File: src/rtl/if_id_buffer_pkg.sv
// ---------------------------------------------------------------------------
// if_id_buffer_pkg
// Shared IF/ID pipeline definitions: instruction width, the NOP bubble word
// and the IF/ID entry payload reused by the decode stage.
// ---------------------------------------------------------------------------
package if_id_buffer_pkg;

  localparam int unsigned INST_W = 32;

  // sll $0,$0,0 -- the architectural NOP presented as a bubble
  localparam logic [INST_W-1:0] NOP_INST = 32'h0000_0000;

  // One IF/ID entry: fetched instruction and its next-PC
  typedef struct packed {
    logic [INST_W-1:0] inst;
    logic [INST_W-1:0] pc4;
  } ifid_entry_t;

  localparam int unsigned ENTRY_W = $bits(ifid_entry_t);

  // Bubble value for an empty IF/ID stage
  function automatic ifid_entry_t ifid_bubble();
    ifid_entry_t e;
    e.inst = NOP_INST;
    e.pc4  = '0;
    return e;
  endfunction

endpackage

File: src/rtl/if_id_buffer_ifid_store.sv
// ---------------------------------------------------------------------------
// ifid_store
// DEPTH x DW register array: one synchronous write port, one asynchronous
// read port. Contents are not reset; occupancy is tracked by the owner.
// Ports:
//   clk      - write clock
//   i_we     - write enable
//   i_waddr  - write index
//   i_wdata  - write data
//   i_raddr  - read index
//   o_rdata  - read data (combinational from i_raddr)
// ---------------------------------------------------------------------------
module ifid_store
  import if_id_buffer_pkg::*;
#(
  parameter int unsigned DEPTH = 2,
  parameter int unsigned DW    = ENTRY_W
) (
  input  logic                     clk,
  input  logic                     i_we,
  input  logic [$clog2(DEPTH)-1:0] i_waddr,
  input  logic [DW-1:0]            i_wdata,
  input  logic [$clog2(DEPTH)-1:0] i_raddr,
  output logic [DW-1:0]            o_rdata
);

  logic [DW-1:0] r_mem [DEPTH];

  // Write port
  always_ff @(posedge clk) begin
    if (i_we) begin
      r_mem[i_waddr] <= i_wdata;
    end
  end

  // Read port
  assign o_rdata = r_mem[i_raddr];

endmodule

File: src/rtl/if_id_buffer.sv
// ---------------------------------------------------------------------------
// if_id_buffer
// Decoupling FIFO between fetch and decode. Fetch pushes {inst, pc4} with a
// valid/ready handshake; decode sees the head entry, or a NOP bubble when
// empty. A flush (taken branch/jump) empties the buffer in one cycle.
// Ports:
//   clk, reset         - clock, asynchronous active-high reset
//   flush              - discard all contents (wins over push/pop)
//   f_valid/f_ready    - fetch handshake
//   f_inst, f_pc4      - fetched instruction and next-PC
//   d_valid/d_ready    - decode handshake (d_ready low = decode stall)
//   d_inst, d_pc4      - head entry, or NOP/0 when empty
//   count              - current occupancy
// ---------------------------------------------------------------------------
module if_id_buffer
  import if_id_buffer_pkg::*;
#(
  parameter int unsigned DEPTH = 2,
  parameter int unsigned WIDTH = INST_W
) (
  input  logic                     clk,
  input  logic                     reset,
  input  logic                     flush,
  input  logic                     f_valid,
  input  logic [WIDTH-1:0]         f_inst,
  input  logic [WIDTH-1:0]         f_pc4,
  output logic                     f_ready,
  output logic                     d_valid,
  output logic [WIDTH-1:0]         d_inst,
  output logic [WIDTH-1:0]         d_pc4,
  input  logic                     d_ready,
  output logic [$clog2(DEPTH):0]   count
);

  localparam int unsigned PTR_W = $clog2(DEPTH);
  localparam int unsigned CNT_W = PTR_W + 1;
  localparam int unsigned DW    = 2 * WIDTH;

  logic [PTR_W-1:0] r_wr_ptr;
  logic [PTR_W-1:0] r_rd_ptr;
  logic [CNT_W-1:0] r_count;

  logic             w_push;
  logic             w_pop;
  logic [DW-1:0]    w_wdata;
  logic [DW-1:0]    w_rdata;

  // Handshake qualifiers; flush suppresses both. f_ready only looks at
  // registered count, so a pop never opens a same-cycle push when full.
  assign f_ready = (r_count < CNT_W'(DEPTH));
  assign d_valid = (r_count != '0);
  assign w_push  = f_valid & f_ready & ~flush;
  assign w_pop   = d_valid & d_ready & ~flush;
  assign w_wdata = {f_inst, f_pc4};

  // Pointers and occupancy; pointers wrap naturally since DEPTH is 2^PTR_W
  always_ff @(posedge clk or posedge reset) begin
    if (reset) begin
      r_wr_ptr <= '0;
      r_rd_ptr <= '0;
      r_count  <= '0;
    end else if (flush) begin
      r_wr_ptr <= '0;
      r_rd_ptr <= '0;
      r_count  <= '0;
    end else begin
      if (w_push) begin
        r_wr_ptr <= r_wr_ptr + PTR_W'(1);
      end
      if (w_pop) begin
        r_rd_ptr <= r_rd_ptr + PTR_W'(1);
      end
      case ({w_push, w_pop})
        2'b10:   r_count <= r_count + CNT_W'(1);
        2'b01:   r_count <= r_count - CNT_W'(1);
        default: r_count <= r_count;
      endcase
    end
  end

  ifid_store #(
    .DEPTH (DEPTH),
    .DW    (DW)
  ) u_store (
    .clk     (clk),
    .i_we    (w_push),
    .i_waddr (r_wr_ptr),
    .i_wdata (w_wdata),
    .i_raddr (r_rd_ptr),
    .o_rdata (w_rdata)
  );

  // Head mux: stale storage is masked to a bubble when empty
  always_comb begin
    d_inst = WIDTH'(NOP_INST);
    d_pc4  = '0;
    if (d_valid) begin
      d_inst = w_rdata[DW-1:WIDTH];
      d_pc4  = w_rdata[WIDTH-1:0];
    end
  end

  assign count = r_count;

endmodule

File: config.mk
export PLATFORM = sky130hd
export DESIGN_NAME = if_id_buffer
export DESIGN_NICKNAME = d
export VERILOG_FILES = /design/src/rtl/if_id_buffer_pkg.sv /design/src/rtl/if_id_buffer_ifid_store.sv /design/src/rtl/if_id_buffer.sv
export SDC_FILE = /design/constraint.sdc
export NUM_CORES = 1
export LEC_CHECK = 0
export ABC_AREA = 1
export CAP_MARGIN = 20
export CORE_MARGIN = 5
export CORE_UTILIZATION = 45
export CTS_BUF_LIST = sky130_fd_sc_hd__clkbuf_4 sky130_fd_sc_hd__clkbuf_8 sky130_fd_sc_hd__clkbuf_16
export DETAILED_ROUTE_END_ITERATION = 16
export PLACE_DENSITY = 0.84
export SYNTH_ARGS = -nofsm -noshare
export SYNTH_HDL_FRONTEND = slang
export SYNTH_SLANG_ARGS = --single-unit
File: constraint.sdc
create_clock -name clk -period 4.2 [get_ports clk]
set_input_delay 0.84 -clock clk [delete_from_list [all_inputs] [get_ports clk]]
set_output_delay 0.84 -clock clk [all_outputs]
set_load 0.01 [all_outputs]
* After elaboration in Yosys (flattened, before gate mapping) *
Memory sizes are Yosys's and may differ from the RTL's.
Index checks and enable logic that the tools add are counted.

word-level totals
  memories = 1
  logic and storage cells = 30
  output and inout port bits = 68
  register bits after elaboration = 4
  memory bits (writable) = 128
  bits of input ports = 69

memories
  memory         words  bits a word  read ports  clocked after Yosys merged registers in  write ports  line                           RTL
  u_store.r_mem  2      64           1           0                                        1            if_id_buffer_ifid_store.sv:27  logic [DW-1:0] r_mem [DEPTH];

operators by class
  bitwise operators = 5
  mux-type cells = 10
  order comparisons = 1
  equal/unequal tests = 2
  reductions and logical operators = 4
  $add $sub $neg = 4

operators by type and width
  operator                                                             number
  32-bit 2-to-1 mux                                                    2
  1-bit 2-to-1 mux                                                     6
  2-bit nonzero test                                                   3
  1-bit AND                                                            4
  2-bit one-hot mux with 2 select lines                                1
  3-bit nonzero test                                                   1
  1-bit adder (second input constant)                                  2
  2-bit by 1-bit adder with 2-bit output (second input constant)       1
  2-bit by 1-bit == test with 1-bit output (second input constant)     1
  2-bit == test (second input constant)                                1
  2-bit < comparator (second input constant)                           1
  2-bit 2-to-1 mux                                                     1
  2-bit by 1-bit subtractor with 2-bit output (second input constant)  1
  1-bit NOT                                                            1

* Depth between registers and ports, before layout *
Gate-level depths: netlist of the first run.

  word-level depth = 6
  depth in mapped cells = 8
  mapped depth without buffers = 8

* Cells and area by module *
From an unflattened synthesis of the first run, not the netlist that was laid out.

second synthesis, totals
  cell total of the unflattened synthesis = 508
  area, all modules = 5,517.8 um^2

by module, submodules not included
  module        sequential area each (um^2)  area each (um^2)  cells each  instances
  ifid_store    3,843.7                      4,703.3           338         1
  if_id_buffer  100.1                        814.5             170         1

* Worst setup path after synthesis of the first run *
Ideal clock, no wire load.

  path type = input to register
  start = input port f_valid
  end = memory u_store.r_mem[0][0] (netlist name) (enable)
  buffers on the path = 0
  data required time = 3.714 ns
  stages on the path = 4
  setup time = 0.486 ns
  path slack = -0.030 ns
  arrival = 3.743 ns
  cells stage by stage = nand2_1 -> nor2_1 -> inv_1 -> nor2_1

on the way
  longest elaborated chain between the ends = 4

RTL lines
  item                                    line                           RTL
  from (decl)                             if_id_buffer.sv:24             input logic f_valid,
  1-bit AND (2 in a row)                  if_id_buffer.sv:52             assign w_push = f_valid & f_ready & ~flush;
  1-bit 2-to-1 mux                        if_id_buffer_ifid_store.sv:31  if (i_we) begin
  1-bit 2-to-1 mux (implied by the code)  if_id_buffer_ifid_store.sv:32  r_mem[i_waddr] <= i_wdata;
  to (decl)                               if_id_buffer_ifid_store.sv:27

Every way passes these cells.

* Final worst setup path of the first run *
  start = register r_rd_ptr
  end = output port d_inst[8]

on the way
  longest elaborated chain between the ends = 2

RTL lines
  item                    line                RTL
  from (decl)             if_id_buffer.sv:40  logic [PTR_W-1:0] r_rd_ptr;
  from (signal assigned)  if_id_buffer.sv:71  r_rd_ptr <= r_rd_ptr + PTR_W'(1);
  memory 2 x 64 bit       -
  32-bit 2-to-1 mux       if_id_buffer.sv:97  if (d_valid) begin
  to (decl)               if_id_buffer.sv:29  output logic [WIDTH-1:0] d_inst,

Every way passes these cells.

==> results of run 1 <==
## final timing paths
path	from	to	slack [ns]
max	r_rd_ptr	d_inst[8]	0.85
min	r_wr_ptr	r_wr_ptr	0.59
max reg2reg	count[1]	u_store.r_mem[1][50]	2.11
min reg2reg	r_wr_ptr	r_wr_ptr	0.59
max in group asynchronous	reset	r_rd_ptr	3.36
min in group asynchronous	reset	count[0]	0.65
## kinds of logic (layout without fill, tap and decap cells)
group / Yosys count / after routing / synth area share, %
AOI/OAI and AO/OA: 66 / 66 / 6.617
and+or+nand+nor: 156 / 156 / 11.80
buffers and inverters: 29 / 178 / 3.469
DFF: 132 / 132 / 78.12
## sequential cells by signal, summed over array words and instances, names as in the netlist
signal,count
r_wr_ptr,1
r_rd_ptr,1
count,2
u_store.r_mem,128
## stage by stage
step | cell area [sq um] | TNS (ns)
2_1_floorplan | 5049 | -3.816
3_3_place_gp | 6529 | 0
3_5_place_dp | 6529 | 0
4_1_cts | 7054 | 0
5_1_grt | 7054 | 0
6_report | 7054 | 0
## cell type report
class	count	area, sq um
Clock buffer	18	432.9
Inverter	8	30.03
Fill cell	812	3881
Clock inverter	9	92.59
Multi-Input combinational cell	222	952.2
Sequential cell	132	3945
Timing Repair Buffer	143	1426
Tap cell	140	175.2
## cell usage after synthesis (all sizes together)
| cell | count | area share, % |
|---|---|---|
| nand2 | 145 | 11 |
| o21ai | 1 | 0.099 |
| dfrtp | 4 | 2.0 |
| nand3 | 1 | 0.099 |
| nor2 | 9 | 0.77 |
| nor3 | 1 | 0.099 |
| buf | 19 | 2.7 |
| clkbuf | 2 | 0.15 |
| edfxtp | 128 | 76 |
| inv | 8 | 0.59 |
| a21oi | 65 | 6.5 |
## power breakdown
group	switching, mW	internal [mW]	total (mW)
combinational	0.811	0.737	1.55
clock	0.463	0.851	1.31
sequential	0.0506	1.60	1.65
total	1.32	3.19	4.51
## per-layer routing
| metal | up-vias | global-route usage [%] | routed length [microns] |
|---|---|---|---|
| met5 | - | 0 | 0 |
| met4 | 0 | 6.961 | 38 |
| met3 | 4 | 3.812 | 685 |
| met2 | 122 | 29.57 | 5838 |
| met1 | 1585 | 19.14 | 4281 |
| li1 | 1612 | - | - |
==> results.sh, run 1 <==
export IMPL_io_pins=137
export IMPL_clock_latency_ns=0.40
export IMPL_post_cts_buffers=0
export IMPL_io_buffers=136
export IMPL_setup_ws_ns=0.8498
export IMPL_area_growth_pct=39.73
export IMPL_power_density_nw_per_um2=639.8
export IMPL_wl_mm=10.84
export IMPL_ys_warn_count=0
export IMPL_syn_inst=383
export IMPL_gp_congestion=0.8022
export IMPL_design_core_area_sq_um=10940
export IMPL_period_share_pct=79.77
export IMPL_final_core_util_pct=64.51
export IMPL_worstSetupPathType="flip-flop to output pin"
export IMPL_grt_setup_unrepaired="false"
export IMPL_cts_buffers=17
export IMPL_drive_gt1_share_pct=7.895
export IMPL_synth_seq_cells=132
export IMPL_max_freq_mhz=298.5
export IMPL_clkSlewWorstSetupHoldPaths_ns=0.05
export IMPL_p_total_mw=4.513
export IMPL_syn_avg_cell_area_sq_um=13.18
export IMPL_die_width_microns=115.9
export IMPL_viasPerCell=4.945
export IMPL_final_cells=672
export IMPL_drv_cap=0
export IMPL_slowest_delay_ns=0.60
export IMPL_cp_max_fo=47
export IMPL_fin_worst_skew_ns=0.009762
export IMPL_ys_seq_area_share_pct=78.12
export IMPL_cp_end_kind="output pin"
export IMPL_hold_path_class="flip-flop to flip-flop"
export IMPL_cts_sinks=132
export IMPL_place_ws_ns=1.249
export IMPL_drt_iter0_drc=181
export IMPL_worstSetupPathDepth=5
export IMPL_path_buf_inv=3
export IMPL_drc=0
export IMPL_ctsResizeCount=0
export IMPL_cts_tree="yes"
export IMPL_ir_drop_mv=0.3688
export IMPL_worst_hold_slack_ns=0.5865
export IMPL_slew_headroom_pct=42.46
export IMPL_cpMaxStageDelayCell="inv_2"
export IMPL_path_delay_family="buffers and inverters"
export IMPL_max_slew_worst_pin_slew_ns=0.8631
export IMPL_worst_ep_arrival_time_ns=2.51
export IMPL_fin_crit_ns=3.350
export IMPL_grt_max_degree=66
export IMPL_drtPass1Iterations=4
export IMPL_grt_use_total_pct=16.57
export IMPL_dp_cells=645
export IMPL_cts_buffer_depth=2
export IMPL_grt_pass1_wl_mm=16.83
export IMPL_ant_nets=0
export IMPL_worstRegToRegCells=6
export IMPL_dp_hpwl_mm=6.880
export IMPL_whs_path_depth=1
export IMPL_htreeDepth=4
export IMPL_synth_area_sq_um=5049
export IMPL_p_leak_nw=2.513
export IMPL_synth_cell_types=17
export IMPL_final_common_cell="nand2_1"
export IMPL_slew_viol_final=0
export IMPL_grt_overflow=0
export IMPL_core_rowCount=38
export IMPL_path_cells="inv_2 -> buf_4 -> nand2_1 -> a21oi_1 -> clkdlybuf4s50_1"
export IMPL_synth_nets=452
export IMPL_finalSetupViolCount=0
export IMPL_mostFrequentLayoutCells="nand2_1 (144), clkdlybuf4s50_1 (136), edfxtp_1 (128)"
export IMPL_wl_per_cell_microns=16.14
export IMPL_vias=3323
export IMPL_cts_hold_buf=0
export IMPL_hold_viol_final=0
export IMPL_required_ns=3.36
export IMPL_critPathLaunchType="flip-flop"
export IMPL_dieArea_sq_um=13440
export IMPL_die_h_microns=115.9
export IMPL_fin_nets=593
export IMPL_status="finished, final reports clean"
export IMPL_diodes=0
export IMPL_initial_core_util_pct=46.17
export IMPL_cts_root_buf="clkbuf_16"
export IMPL_antenna_found_initial=0
export IMPL_grt_pass1_vias=3411
(Power assumes the default switching activity.)
==> run 2, diff against run 1 <==
==> constraint.sdc (replaced) <==
create_clock -name clk -period 3.2 [get_ports clk]
set_input_delay 0.64 -clock clk [delete_from_list [all_inputs] [get_ports clk]]
set_output_delay 0.64 -clock clk [all_outputs]
set_load 0.01 [all_outputs]
==> run 2 against run 1 <==
Wire length up 1.6%. First-iteration DRC count up 9.4%. Critical path depth unchanged. Sequential share of layout area down 0.40 points. Core utilization up 0.47 points. Setup slack worse by 0.36 ns. Power up 33%. Global-route usage down 0.15 points. Critical endpoint is now d_pc4[6]. Largest power group unchanged.
==> results.sh, run 2 (synthesized netlist as in run 1, its figures left out) <==
export IMPL_status="finished, final reports clean"
export IMPL_vias=3347
export IMPL_final_cells=679
export IMPL_wl_per_cell_microns=16.23
export IMPL_design_core_area_sq_um=10940
export IMPL_stdcell_area_sq_um=7106
export IMPL_initial_core_util_pct=46.17
export IMPL_cts_tree="yes"
export IMPL_dp_cells=647
export IMPL_die_h_microns=115.9
export IMPL_grt_overflow=0
export IMPL_worstSetupPathType="flip-flop to output pin"
export IMPL_reg2reg_to="u_store.r_mem[0][20]"
export IMPL_io_pins=137
export IMPL_cp_max_fo=65
export IMPL_final_common_cell="nand2_1"
export IMPL_dieArea_sq_um=13440
export IMPL_ctsResizeCount=0
export IMPL_slew_viol_final=0
export IMPL_max_freq_mhz=368.9
export IMPL_post_dp_cell_area_sq_um=6544
export IMPL_largest_reg_flops=128
export IMPL_io_buffers=136
export IMPL_grt_pass1_wl_mm=16.73
export IMPL_grt_max_degree=66
export IMPL_regMostFlops="u_store.r_mem"
export IMPL_viasPerCell=4.929
export IMPL_finalSetupViolCount=0
export IMPL_post_cts_buffers=0
export IMPL_period_share_pct=84.71
export IMPL_cp_end_kind="output pin"
export IMPL_p_total_mw=6.007
export IMPL_p_leak_nw=2.534
export IMPL_power_density_nw_per_um2=845.5
export IMPL_place_ws_ns=0.7414
export IMPL_drc=0
export IMPL_gp_congestion=0.7070
export IMPL_setup_ws_ns=0.4892
export IMPL_mostFrequentLayoutCells="nand2_1 (144), clkdlybuf4s50_1 (136), edfxtp_1 (128)"
export IMPL_worst_hold_slack_ns=0.4352
export IMPL_grt_use_total_pct=16.41
export IMPL_drive_gt1_share_pct=8.720
export IMPL_hold_viol_final=0
export IMPL_hold_path_class="primary input to async pin"
export IMPL_slew_headroom_pct=61.73
export IMPL_ant_nets=0
export IMPL_required_ns=2.56
export IMPL_htreeDepth=4
export IMPL_worstRegToRegCells=6
export IMPL_diodes=0
export IMPL_fin_nets=595
export IMPL_area_growth_pct=40.74
export IMPL_drt_iter0_drc=198
export IMPL_r2r_start="count[1]"
export IMPL_max_slew_worst_pin_slew_ns=0.5740
export IMPL_cts_root_buf="clkbuf_16"
export IMPL_final_core_util_pct=64.98
export IMPL_cts_buffer_depth=2
export IMPL_core_rowCount=38
export IMPL_fin_worst_skew_ns=0.006860
export IMPL_grt_setup_unrepaired="false"
export IMPL_drtPass1Iterations=4
export IMPL_wl_mm=11.02
export IMPL_antenna_found_initial=0
export IMPL_clkSlewWorstSetupHoldPaths_ns=0.05
export IMPL_ff2ff_setup_slack_ns=1.33
export IMPL_fin_setup_tns_ns=0
export IMPL_drv_cap=0
export IMPL_cts_sinks=132
export IMPL_dp_hpwl_mm=7.146
export IMPL_fin_crit_ns=2.711
export IMPL_critPathLaunchType="flip-flop"
export IMPL_die_width_microns=115.9
export IMPL_ir_drop_mv=0.4547
export IMPL_cts_hold_buf=0
export IMPL_cts_buffers=17
export IMPL_grt_pass1_vias=3448
export IMPL_worst_ep_arrival_time_ns=2.07
export IMPL_clock_latency_ns=0.40
[run 2: report_power, final]
group          switching (mW)  total, mW  internal, mW
clock                   0.640       1.80          1.16
sequential             0.0663       2.17          2.10
combinational            1.09       2.05         0.961
total                    1.79       6.01          4.22
[run 2: layout make-up]
class / count / area [sq um]
tap: 140 / 175.2
clock inverter: 12 / 113.9
clock buffer: 20 / 447.9
timing repair buffer: 145 / 1441
fill: 801 / 3830
sequential: 132 / 3945
multi-input combinational: 222 / 952.2
inverter: 8 / 30.03
[run 2: how the worst max path moves through the flow]
stage | from | endpoint | slack, ns | cells after the start
floorplan | f_valid | u_store.r_mem[0][0] | -0.83 | 4
global placement | f_valid | u_store.r_mem[0][41] | 0.76 | 6
detailed placement | f_valid | u_store.r_mem[0][35] | 0.74 | 6
CTS | count[0] | d_pc4[4] | 0.46 | 4
global route | r_rd_ptr | d_pc4[31] | 0.36 | 5
finish | r_rd_ptr | d_pc4[6] | 0.49 | 5
[run 2: critical path: stages, from the launching register on]
cell             delay [ns]
dfrtp_2                0.42
inv_2                  0.07
buf_12                 0.26
nand2_1                0.11
a21oi_1                0.20
clkdlybuf4s50_1        0.58
[run 2: routing by layer]
| metal | vias to the layer above | wire, microns | track usage [%] |
|---|---|---|---|
| li1 | 1625 | - | - |
| met1 | 1601 | 4475 | 19.23 |
| met2 | 115 | 5887 | 29.00 |
| met3 | 6 | 603 | 4.804 |
| met4 | 0 | 54 | 5.414 |
| met5 | - | 0 | 0 |
